===== src/rtl/inst_fetch_responder.sv =====
// inst_fetch_responder: single-line instruction fetch buffer that answers hits in one cycle
// and stalls fetch while refilling the line from a variable-latency memory read channel.
module inst_fetch_responder #(
   parameter int LINE_WORDS = 4
) (
   input  logic        clk,
   input  logic        resetn,
   input  logic        inst_sram_en,
   input  logic [3:0]  inst_sram_wen,
   input  logic [31:0] inst_sram_addr,
   input  logic [31:0] inst_sram_wdata,
   output logic [31:0] inst_sram_rdata,
   output logic        fetch_stall,
   input  logic        flush,
   output logic        mem_rd_req,
   output logic [31:0] mem_rd_addr,
   input  logic        mem_rd_ready,
   input  logic        mem_rd_valid,
   input  logic [31:0] mem_rd_data
);
   localparam int OW = $clog2(LINE_WORDS);
   localparam int TW = 30 - OW;
   localparam logic [OW:0] LAST_BEAT = (OW + 1)'(LINE_WORDS - 1);
   localparam logic [OW-1:0] LAST_OFF = OW'(LINE_WORDS - 1);
   typedef enum logic [1:0] {IDLE, REQ, FILL} state_t;
   state_t state;
   logic line_valid, flush_seen, hit, last_beat, unused;
   logic [TW-1:0] line_tag;
   logic [31:0] line_data [LINE_WORDS];
   logic [31:0] pend_addr;
   logic [OW:0] beat_cnt;
   logic [OW-1:0] req_off, pend_off;
   assign req_off = inst_sram_addr[OW+1:2];
   assign pend_off = pend_addr[OW+1:2];
   assign hit = line_valid && line_tag == inst_sram_addr[31:OW+2] && !flush;
   assign last_beat = mem_rd_valid && beat_cnt == LAST_BEAT;
   assign fetch_stall = state != IDLE;
   assign mem_rd_req = state == REQ;
   assign mem_rd_addr = {pend_addr[31:OW+2], {(OW + 2){1'b0}}};
   assign unused = ^{inst_sram_wen, inst_sram_wdata, inst_sram_addr[1:0], pend_addr[1:0]};
   always_ff @(posedge clk)
      if (state == FILL && mem_rd_valid) line_data[beat_cnt[OW-1:0]] <= mem_rd_data;
   always_ff @(posedge clk or negedge resetn)
      if (!resetn) begin
         state <= IDLE;
         line_valid <= 1'b0;
         line_tag <= '0;
         pend_addr <= '0;
         beat_cnt <= '0;
         flush_seen <= 1'b0;
         inst_sram_rdata <= '0;
      end else begin
         case (state)
            IDLE: begin
               flush_seen <= 1'b0;
               if (flush) line_valid <= 1'b0;
               if (inst_sram_en && hit) inst_sram_rdata <= line_data[req_off];
               else if (inst_sram_en) begin
                  pend_addr <= inst_sram_addr;
                  state <= REQ;
               end
            end
            REQ: begin
               if (flush) flush_seen <= 1'b1;
               if (mem_rd_ready) begin
                  beat_cnt <= '0;
                  state <= FILL;
               end
            end
            FILL: begin
               if (flush) flush_seen <= 1'b1;
               if (mem_rd_valid) beat_cnt <= beat_cnt + 1'b1;
               if (last_beat) begin
                  line_tag <= pend_addr[31:OW+2];
                  line_valid <= !(flush_seen || flush);
                  // the final beat is not in the array yet, so forward it directly
                  inst_sram_rdata <= pend_off == LAST_OFF ? mem_rd_data : line_data[pend_off];
                  state <= IDLE;
               end
            end
            default: state <= IDLE;
         endcase
      end
endmodule


===== config.mk =====
export PLATFORM = sky130hd
export DESIGN_NAME = inst_fetch_responder
export DESIGN_NICKNAME = d
export VERILOG_FILES = /design/src/rtl/inst_fetch_responder.sv
export SDC_FILE = /design/constraint.sdc
export NUM_CORES = 1
export LEC_CHECK = 0
export BUFFER_PORTS_ARGS = -buffer_cell sky130_fd_sc_hd__clkbuf_2
export CAP_MARGIN = 5
export CORE_ASPECT_RATIO = 1.4
export CORE_MARGIN = 1.5
export CORE_UTILIZATION = 55
export DETAILED_ROUTE_END_ITERATION = 16
export GPL_ROUTABILITY_DRIVEN = 0
export MAX_ROUTING_LAYER = met4
export PLACE_DENSITY = 0.84
export SYNTH_ARGS = -nofsm -noshare
export SYNTH_HDL_FRONTEND = slang
export SYNTH_SLANG_ARGS = --single-unit

===== constraint.sdc =====
create_clock -name clk -period 3.1 [get_ports clk]
set_input_delay 0 -clock clk [delete_from_list [all_inputs] [get_ports clk]]
set_output_delay 0 -clock clk [all_outputs]
set_load 0.005 [all_outputs]

Yosys cells after proc, flatten, opt, wreduce, memory -nomap -nowiden

Memories as Yosys holds them, arrays and structs flattened.
Cells that the tools add are included.

Add/subtract/negate cells: 1
Eq/ne operators: 13
Muxes and demuxes: 19
Bitwise gates (word level): 1
Reductions and logical operators: 21

Operators with widths:

| kind                                                                    | count |
|---|---|
| 32-bit 2-to-1 mux                                                       | 3 |
| 32-bit case mux with 2 select lines                                     | 1 |
| 28-bit == test                                                          | 1 |
| 2-bit inequality test, second input constant                            | 6 |
| 3-bit AND reduction                                                     | 4 |
| 2-bit 2-to-1 mux                                                        | 4 |
| 2-bit nonzero test                                                      | 4 |
| 3-bit 2-to-1 mux                                                        | 2 |
| 2-bit case mux with 3 select lines                                      | 1 |
| 3-bit case mux with 2 select lines                                      | 1 |
| 1-bit logical AND                                                       | 5 |
| 1-bit 2-to-1 mux                                                        | 5 |
| 2-bit == test, second input constant                                    | 2 |
| 2-bit by 1-bit inequality test with 1-bit output, second input constant | 2 |
| 1-bit case mux with 2 select lines                                      | 2 |
| 2-bit AND reduction                                                     | 2 |
| 4-bit AND reduction                                                     | 1 |
| 3-bit by 1-bit adder with 3-bit output, second input constant           | 1 |
| 3-bit by 2-bit == test with 1-bit output, second input constant         | 1 |
| 2-bit by 1-bit == test with 1-bit output, second input constant         | 1 |
| 1-bit logical NOT                                                       | 2 |
| 2-bit logical NOT                                                       | 1 |
| 2-bit OR reduction                                                      | 1 |
| 1-bit logical OR                                                        | 1 |
| 1-bit inverter                                                          | 1 |

Bits in registers: 99
Memory bits (writable): 128
Output and inout bits: 66
Memories: 1

Memory list:

| memory    | words | width | read ports | clocked after memory_dff | wr ports | RTL line | text |
|---|---|---|---|---|---|---|---|
| line_data | 4     | 32    | 2          | 0                        | 1        | 29       | `logic [31:0] line_data [LINE_WORDS];` |

Logic depth before layout (Yosys ltp)

Gate-level depths: netlist of the first run.

Depth after elaboration: 6
Depth in mapped cells: 9

Worst setup path before layout of the first run

OpenSTA, ideal clock, no wires.

Path type: reg2reg
Start: register state[0]
End: memory line_data[0][0] (enable)
Library setup time: 392 ps
Data arrival time: 1991 ps
Data required time: 2708 ps
Setup slack: 717 ps
Stages on the path, launching flop included: 6
Cells stage by stage: dfrtp_1 > inv_1 > ha_1 > clkbuf_1 > clkbuf_1 > and3_1

Word-level cells in the longest chain between the ends: 4

Ends and longest elaborated chain:

| element                                | RTL line | text |
|---|---|---|
| from (decl)                            | 26       | `state_t state;` |
| from (signal assigned)                 | 45       | `state <= IDLE;` |
| from (signal assigned)                 | 60       | `state <= REQ;` |
| from (signal assigned)                 | 67       | `state <= FILL;` |
| 2-bit == test                          | 42       | `if (state == FILL && mem_rd_valid) line_data[beat_cnt[OW-1:0]] <= mem_rd_data;` |
| 1-bit logical AND                      | 42       |  |
| 1-bit 2-to-1 mux                       | 42       |  |
| 1-bit 2-to-1 mux (implied by the code) | 42       |  |
| to (decl)                              | 29       |  |

Every way passes these cells.

Worst setup path after layout of the first run

Start: register line_tag[4]
End: register inst_sram_rdata[1]

Word-level cells in the longest chain between the ends: 6

Ends and longest elaborated chain:

| element                         | RTL line | text |
|---|---|---|
| from (decl)                     | 28       | `logic [TW-1:0] line_tag;` |
| from (signal assigned)          | 74       | `line_tag <= pend_addr[31:OW+2];` |
| 28-bit == test                  | 35       | `assign hit = line_valid && line_tag == inst_sram_addr[31:OW+2] && !flush;` |
| 1-bit logical AND (2 in a row)  | 35       |  |
| 1-bit logical AND               | 57       | `if (inst_sram_en && hit) inst_sram_rdata <= line_data[req_off];` |
| 2-bit inequality test (no line) | --       |  |
| 3-bit AND reduction (no line)   | --       |  |
| to (signal assigned)            | 57       |  |
| to (signal assigned)            | 77       | `inst_sram_rdata <= pend_off == LAST_OFF ? mem_rd_data : line_data[pend_off];` |
| to (decl)                       | 12       | `output logic [31:0] inst_sram_rdata,` |

Every way passes these cells.
A chain may end at the register's enable or synchronous reset.

==> impl_metrics.env, run 1 <==
export IMPL_status="finished clean"
export IMPL_synth_area_leader_cell="edfxtp_1"
export IMPL_fin_setup_tns_ps=0
export IMPL_start_util_pct=55.9
export IMPL_cts_sink_count=225
export IMPL_worstSetupPathType="flip-flop to flip-flop"
export IMPL_die_w_um=121
export IMPL_finalCritPeriodShare_pct=76.0
export IMPL_die_area_sq_um=20400
export IMPL_final_cell_mix="128 x clkbuf_2, 128 x edfxtp_1, 96 x dfrtp_1"
export IMPL_synth_edff_count=128
export IMPL_dr_pass1_iters=6
export IMPL_final_setup_viol_count=0
export IMPL_drtIter0Drc=524
export IMPL_synth_top_area_share_pct=35.8
export IMPL_ios=172
export IMPL_grt_total_usage_pct=24.8
export IMPL_ys_warnings_count=0
export IMPL_cts_resized=0
export IMPL_max_slew_margin_pct=32.3
export IMPL_avgRoutedWirePerCell_um=21.7
export IMPL_cp_start_kind="flip-flop"
export IMPL_rsz0062_at_grt="no"
export IMPL_clockBufferDepth=3
export IMPL_fin_crit_ps=2350
export IMPL_clk_latency_ps=510
export IMPL_max_freq_mhz=425
export IMPL_synthFlopType="edfxtp_1"
export IMPL_final_util_pct=66.4
export IMPL_std_cell_rows=60
export IMPL_end_kind="flip-flop"
export IMPL_grt_pass1_wl_mm=38.2
export IMPL_dr_total_vias=6950
export IMPL_grt_start_max_net_pins=79
export IMPL_fin_hold_ws_ps=222
export IMPL_ant_nets=0
export IMPL_tightest_slew_ps=1020
export IMPL_antenna_found_initial=0
export IMPL_cp_arrival_ps=2800
export IMPL_io_buffer_count=129
export IMPL_antenna_cells=0
export IMPL_path_max_fanout=33
export IMPL_synth_cells=693
export IMPL_synth_area_sq_um=10700
export IMPL_dieHeight_um=168
export IMPL_grt_pass1_vias=7281
export IMPL_finalHoldViolCount=0
export IMPL_routed_wl_mm=24.2
export IMPL_drc=0
export IMPL_overflow=0
export IMPL_required_ps=3550
export IMPL_clkTransAtPathRegs_ps=60
export IMPL_post_dp_cell_area_sq_um=11400
export IMPL_hp_class="input pin to asynchronous set/reset pin"
export IMPL_area_delta_synth_final_pct=18.7
export IMPL_leakage_nw=4.64
export IMPL_peakVddDrop_uv=512
export IMPL_core_area_sq_um=19200
export IMPL_async_reset_ff_share_pct=43.1
export IMPL_final_nets=964
export IMPL_synthTopCellsByArea="edfxtp_1 36%, dfrtp_1 23%, mux4_2 13%"
export IMPL_drive_gt1_share_pct=36.0
export IMPL_slew_violations=0
export IMPL_design_power_total_mw=9.21
export IMPL_avgSynthCellArea_sq_um=15.5
export IMPL_ys_ff_latch=225
export IMPL_tritoncts="built"
export IMPL_numCtsBuffers=23
export IMPL_viasPerCell=6.23
export IMPL_clock_skew_final_ps=15.6
export IMPL_ys_types=37
export IMPL_cap_viol_max_count=0
export IMPL_ys_seq_area_share_pct=58.3
export IMPL_powerDensity_nw_per_um2=722
export IMPL_cts_root_buf="clkbuf_16"
export IMPL_detailed_place_hpwl_mm=14.2
export IMPL_htreeDepth=1
export IMPL_fin_area_sq_um=12800
## sequential cells by signal, indices dropped and copies added (netlist names)
name	flops
line_tag	28
pend_addr	30
line_data	128
inst_sram_rdata	32
state	2
line_valid	1
beat_cnt	3
flush_seen	1
## timing repair
item                       4_1_cts  5_1_grt
buffers inserted                 0        0
hold endpoints to repair       239        0
hold buffers                    65        0
setup endpoints to repair        0        0
## synth_stat cells, drive strengths merged, types with 2 or more instances
master  instances
nand3           6
nand4           6
mux2i          32
edfxtp        128
xnor2          28
inv             7
nand3b          2
dfrtp          97
and3            4
buf            54
clkbuf         34
nor2            3
ha              8
a311o          32
a21oi           5
nand2           5
nor4           35
mux4           64
or4             2
mux2           58
a22o            3
o21ai          70
## cell type report
class                           count  area [sq um]
Timing Repair Buffer              217          1500
Tap cell                          248           310
Clock inverter                      8          47.5
Inverter                            7          26.3
Multi-Input combinational cell    376          3960
Clock buffer                       34           647
Sequential cell                   225          6270
Fill cell                        1322          6460
## per-layer routing
layer  global-route usage [%]  routed length (um)  share of wire, %  vias up
met4                     10.4                 640               2.6        0
met5                        -                   0                 0        -
met2                     42.0               12700                52      344
met1                     29.4                9100                38     3487
met3                     4.20                1810               7.5       60
li1                         -                   -                 -     3059
## where the power goes
part	total (mW)	switching, mW	internal [mW]
clock network	2.54	1.09	1.45
registers	3.94	0.356	3.59
logic	2.73	1.36	1.37
## stage by stage
stage,setup WS [ps],cells
floorplan,717,696
global placement,795,1008
detailed placement,741,1008
CTS,732,1115
global route,585,1115
finish,745,1115
## final timing paths
check                                endpoint  slack (ps)             from  depth (start not counted)
setup / recovery           inst_sram_rdata[1]         750      line_tag[4]                          6
hold / removal             inst_sram_rdata[6]         220           resetn                          2
setup reg to reg           inst_sram_rdata[1]         750      line_tag[4]                          6
hold reg to reg                    line_valid         490       flush_seen                          1
max in group asynchronous       pend_addr[20]        2020           resetn                          3
min in group clk             line_data[0][20]         270  mem_rd_data[20]                          2
## critical path, cell delays in order, from the launching register on
cell     delay [ps]
dfrtp_1         390
xnor2_1         260
nand4_1         200
or4_1           570
buf_4           310
nor4_1          390
a311o_1         170
## logic make-up after synthesis
| kind of cell | count (synthesis) | share of synthesized area, % |
|---|---|---|
| mux | 154 | 22.5 |
| compound gates | 115 | 7.12 |
| buf+inv | 95 | 5.09 |
| flops | 225 | 58.3 |
| xor+xnor | 28 | 2.28 |
| fa+ha+maj | 8 | 0.931 |
| simple gates | 67 | 3.74 |
| other cells | 1 | 0.0349 |
Note: power is estimated with default switching activity, not from simulation.
==> inputs of run 2 (changes only) <==
ABC_AREA = 1   (was unset)
clock period = 2.27 ns   (was 3.1 ns; I/O delays follow)
==> run 2 against run 1 <==
Clock power increased by 54%. Worst hold slack got worse by 140 ps. Area after synthesis increased by 1.7%. Global-route usage increased by 3.7 points. Combinational power increased by 75%. Largest power group unchanged. Highest routed layer unchanged.
==> impl_metrics.env, run 2 <==
export IMPL_grt_pass1_vias=9497
export IMPL_area_delta_synth_final_pct=19.8
export IMPL_hp_class="input pin to asynchronous set/reset pin"
export IMPL_tightest_slew_ps=863
export IMPL_crit_buf_inv=3
export IMPL_numCtsBuffers=22
export IMPL_synthFlopType="edfxtp_1"
export IMPL_final_setup_viol_count=0
export IMPL_path_max_fanout=24
export IMPL_instances_no_fill=1612
export IMPL_clock_skew_final_ps=15.2
export IMPL_slew_violations=0
export IMPL_std_cell_rows=60
export IMPL_async_reset_ff_share_pct=43.1
export IMPL_synth_area_leader_cell="edfxtp_1"
export IMPL_synth_cells=1195
export IMPL_regToRegSetupSlack_ps=220
export IMPL_synth_adder_area_share_pct=0.916
export IMPL_max_slew_margin_pct=42.5
export IMPL_design_power_total_mw=14.5
export IMPL_avgRoutedWirePerCell_um=17.6
export IMPL_ys_types=32
export IMPL_cts_sink_count=225
export IMPL_use_met1_pct=31.6
export IMPL_ys_warnings_count=0
export IMPL_synth_top_family_by_area="simple AND/OR/NAND/NOR gates"
export IMPL_clkTransAtPathRegs_ps=60
export IMPL_detailed_place_hpwl_mm=17.3
export IMPL_met3_usage_pct=3.73
export IMPL_antenna_cells=0
export IMPL_max_stage_delay_ps=430
export IMPL_routed_wl_mm=28.4
export IMPL_cpMostUsedCell="inv_1"
export IMPL_start_util_pct=56.4
export IMPL_cp_arrival_ps=2470
export IMPL_dr_pass1_iters=6
export IMPL_required_ps=2690
export IMPL_cts_resized=0
export IMPL_drive_gt1_share_pct=16.1
export IMPL_die_w_um=122
export IMPL_grt_total_usage_pct=28.6
export IMPL_status="finished clean"
export IMPL_fin_area_sq_um=13100
export IMPL_overflow=0
export IMPL_synth_compound_area_share_pct=12.7
export IMPL_synth_most_common_cell="nand2_1"
export IMPL_post_dp_cell_area_sq_um=11700
export IMPL_rsz0062_at_grt="no"
export IMPL_max_freq_mhz=489
export IMPL_layout_commonest_cell="nand2_1"
export IMPL_avgSynthCellArea_sq_um=9.14
export IMPL_antenna_found_initial=0
export IMPL_synth_simple_area_share_pct=20.2
export IMPL_ys_seq_area_share_pct=57.4
export IMPL_viasPerCell=5.83
export IMPL_synth_area_sq_um=10900
export IMPL_powerDensity_nw_per_um2=1100
export IMPL_ys_ff_latch=225
export IMPL_finalCritPeriodShare_pct=90.2
export IMPL_fin_crit_ps=2050
export IMPL_grt_pass1_wl_mm=45.3
export IMPL_cp_slowest_cell="nand2_1"
export IMPL_crit_family="simple AND/OR/NAND/NOR gates"
export IMPL_synthTopCellsByArea="edfxtp_1 35%, dfrtp_1 22%, nand2_1 14%"
export IMPL_htreeDepth=1
export IMPL_ant_nets=0
export IMPL_gr_usage_met2_pct=50.8
export IMPL_worstSetupPathType="flip-flop to flip-flop"
export IMPL_dieHeight_um=170
export IMPL_clk_latency_ps=510
export IMPL_grt_start_max_net_pins=66
export IMPL_synth_commonest_cells="411 x nand2_1, 128 x edfxtp_1, 120 x a21oi_1"
export IMPL_peakVddDrop_uv=803
export IMPL_cts_root_buf="clkbuf_16"
export IMPL_placed_cells=1506
export IMPL_drc=0
export IMPL_largest_register_ffs=128
export IMPL_muxShareOfSynthArea_pct=0.618
export IMPL_synth_edff_count=128
export IMPL_ios=172
export IMPL_io_buffer_count=129
export IMPL_tritoncts="built"
export IMPL_final_cell_mix="411 x nand2_1, 128 x clkbuf_2, 128 x edfxtp_1"
export IMPL_die_area_sq_um=20700
export IMPL_cap_viol_max_count=0
export IMPL_core_area_sq_um=19400
export IMPL_cp_start_kind="flip-flop"
export IMPL_grt_busiest_layer="met2"
export IMPL_final_nets=1462
export IMPL_drtIter0Drc=965
export IMPL_end_kind="flip-flop"
export IMPL_finalHoldViolCount=0
export IMPL_synth_top_area_share_pct=35.2
export IMPL_dr_total_vias=9406
export IMPL_crit_chain="inv_1, ha_2, nand2_2, inv_1, nand2_1, buf_4, nor2_1, a21oi_1"
export IMPL_clockBufferDepth=3
export IMPL_leakage_nw=5.97
export IMPL_synth_xor_area_share_pct=0.321
run 2: cell count changes after synthesis, moves of 32 or more:
| cell | delta |
|---|---|
| a22oi_1 | +32 |
| mux2i_1 | -32 |
| inv_1 | +57 |
| nand3_1 | +67 |
| a311o_1 | -32 |
| mux4_2 | -64 |
| a32o_1 | +32 |
| a21oi_1 | +115 |
| mux2_2 | -52 |
| nor4_1 | -34 |
| nand2_1 | +406 |
| nor2_1 | +44 |
run 2: stage by stage:
stage	setup TNS, ps	util [%]	worst slack [ps]	hold WS [ps]
2_1_floorplan	-52510	-	-410	-296
3_3_place_gp	0	60.2	378	79.4
3_5_place_dp	0	60.2	283	82.6
4_1_cts	0	67.6	244	93.1
5_1_grt	0	67.6	78.0	132
6_report	0	67.6	223	78.1
run 2: what timing repair did:
item / 4_1_cts / 5_1_grt
setup buffers: 0 / 0
endpoints found under the hold margin: 207 / 0
hold buffers: 66 / 0
run 2: path summary, 6_finish.rpt:
kind                                     start                  end  depth (start not counted)
min in group clk             inst_sram_addr[2]  inst_sram_rdata[10]                          7
max                                   state[0]         line_tag[26]                          8
min                                     resetn  inst_sram_rdata[20]                          2
max reg2reg                           state[0]         line_tag[26]                          8
min reg2reg                inst_sram_rdata[25]  inst_sram_rdata[25]                          2
max in group asynchronous               resetn          line_tag[2]                          3
run 2: cell families (layout without fill, tap and decap cells):
family,count (synthesis),count (layout)
and+or+nand+nor,549,549
AOI/OAI and AO/OA,227,227
DFF,225,225
buffers and inverters,175,341
adders and majority gates,8,8
muxes,6,6
xor gates and xnor gates,4,4
other,1,4
run 2: layer usage:
| metal | part of all wire [%] | vias to the layer above |
|---|---|---|
| li1 | - | 4315 |
| met1 | 36 | 4461 |
| met2 | 52 | 535 |
| met3 | 8.2 | 95 |
| met4 | 3.5 | 0 |
| met5 | 0 | - |
run 2: final cells by class:
class	count	area (sq um)
timing repair buffer	228	1640
sequential	225	6270
multi-input combinational	798	3820
clock inverter	8	143
fill	1405	6280
clock buffer	32	629
tap	248	310
inverter	73	274
run 2: power breakdown:
part           leakage [nW]  internal [mW]  total [mW]  switching (mW)
logic                  3.29           1.79        4.79            3.00
clock network         0.377           2.38        3.92            1.53
registers              2.30           5.19        5.75           0.558
run 2: worst register-to-register path: stages (launching register included):
cell and delay (ps):
dfrtp_1 370, inv_1 70, ha_2 230, nand2_2 170, inv_1 100, nand2_1 430, buf_4 370, nor2_1 80
a21oi_1 140
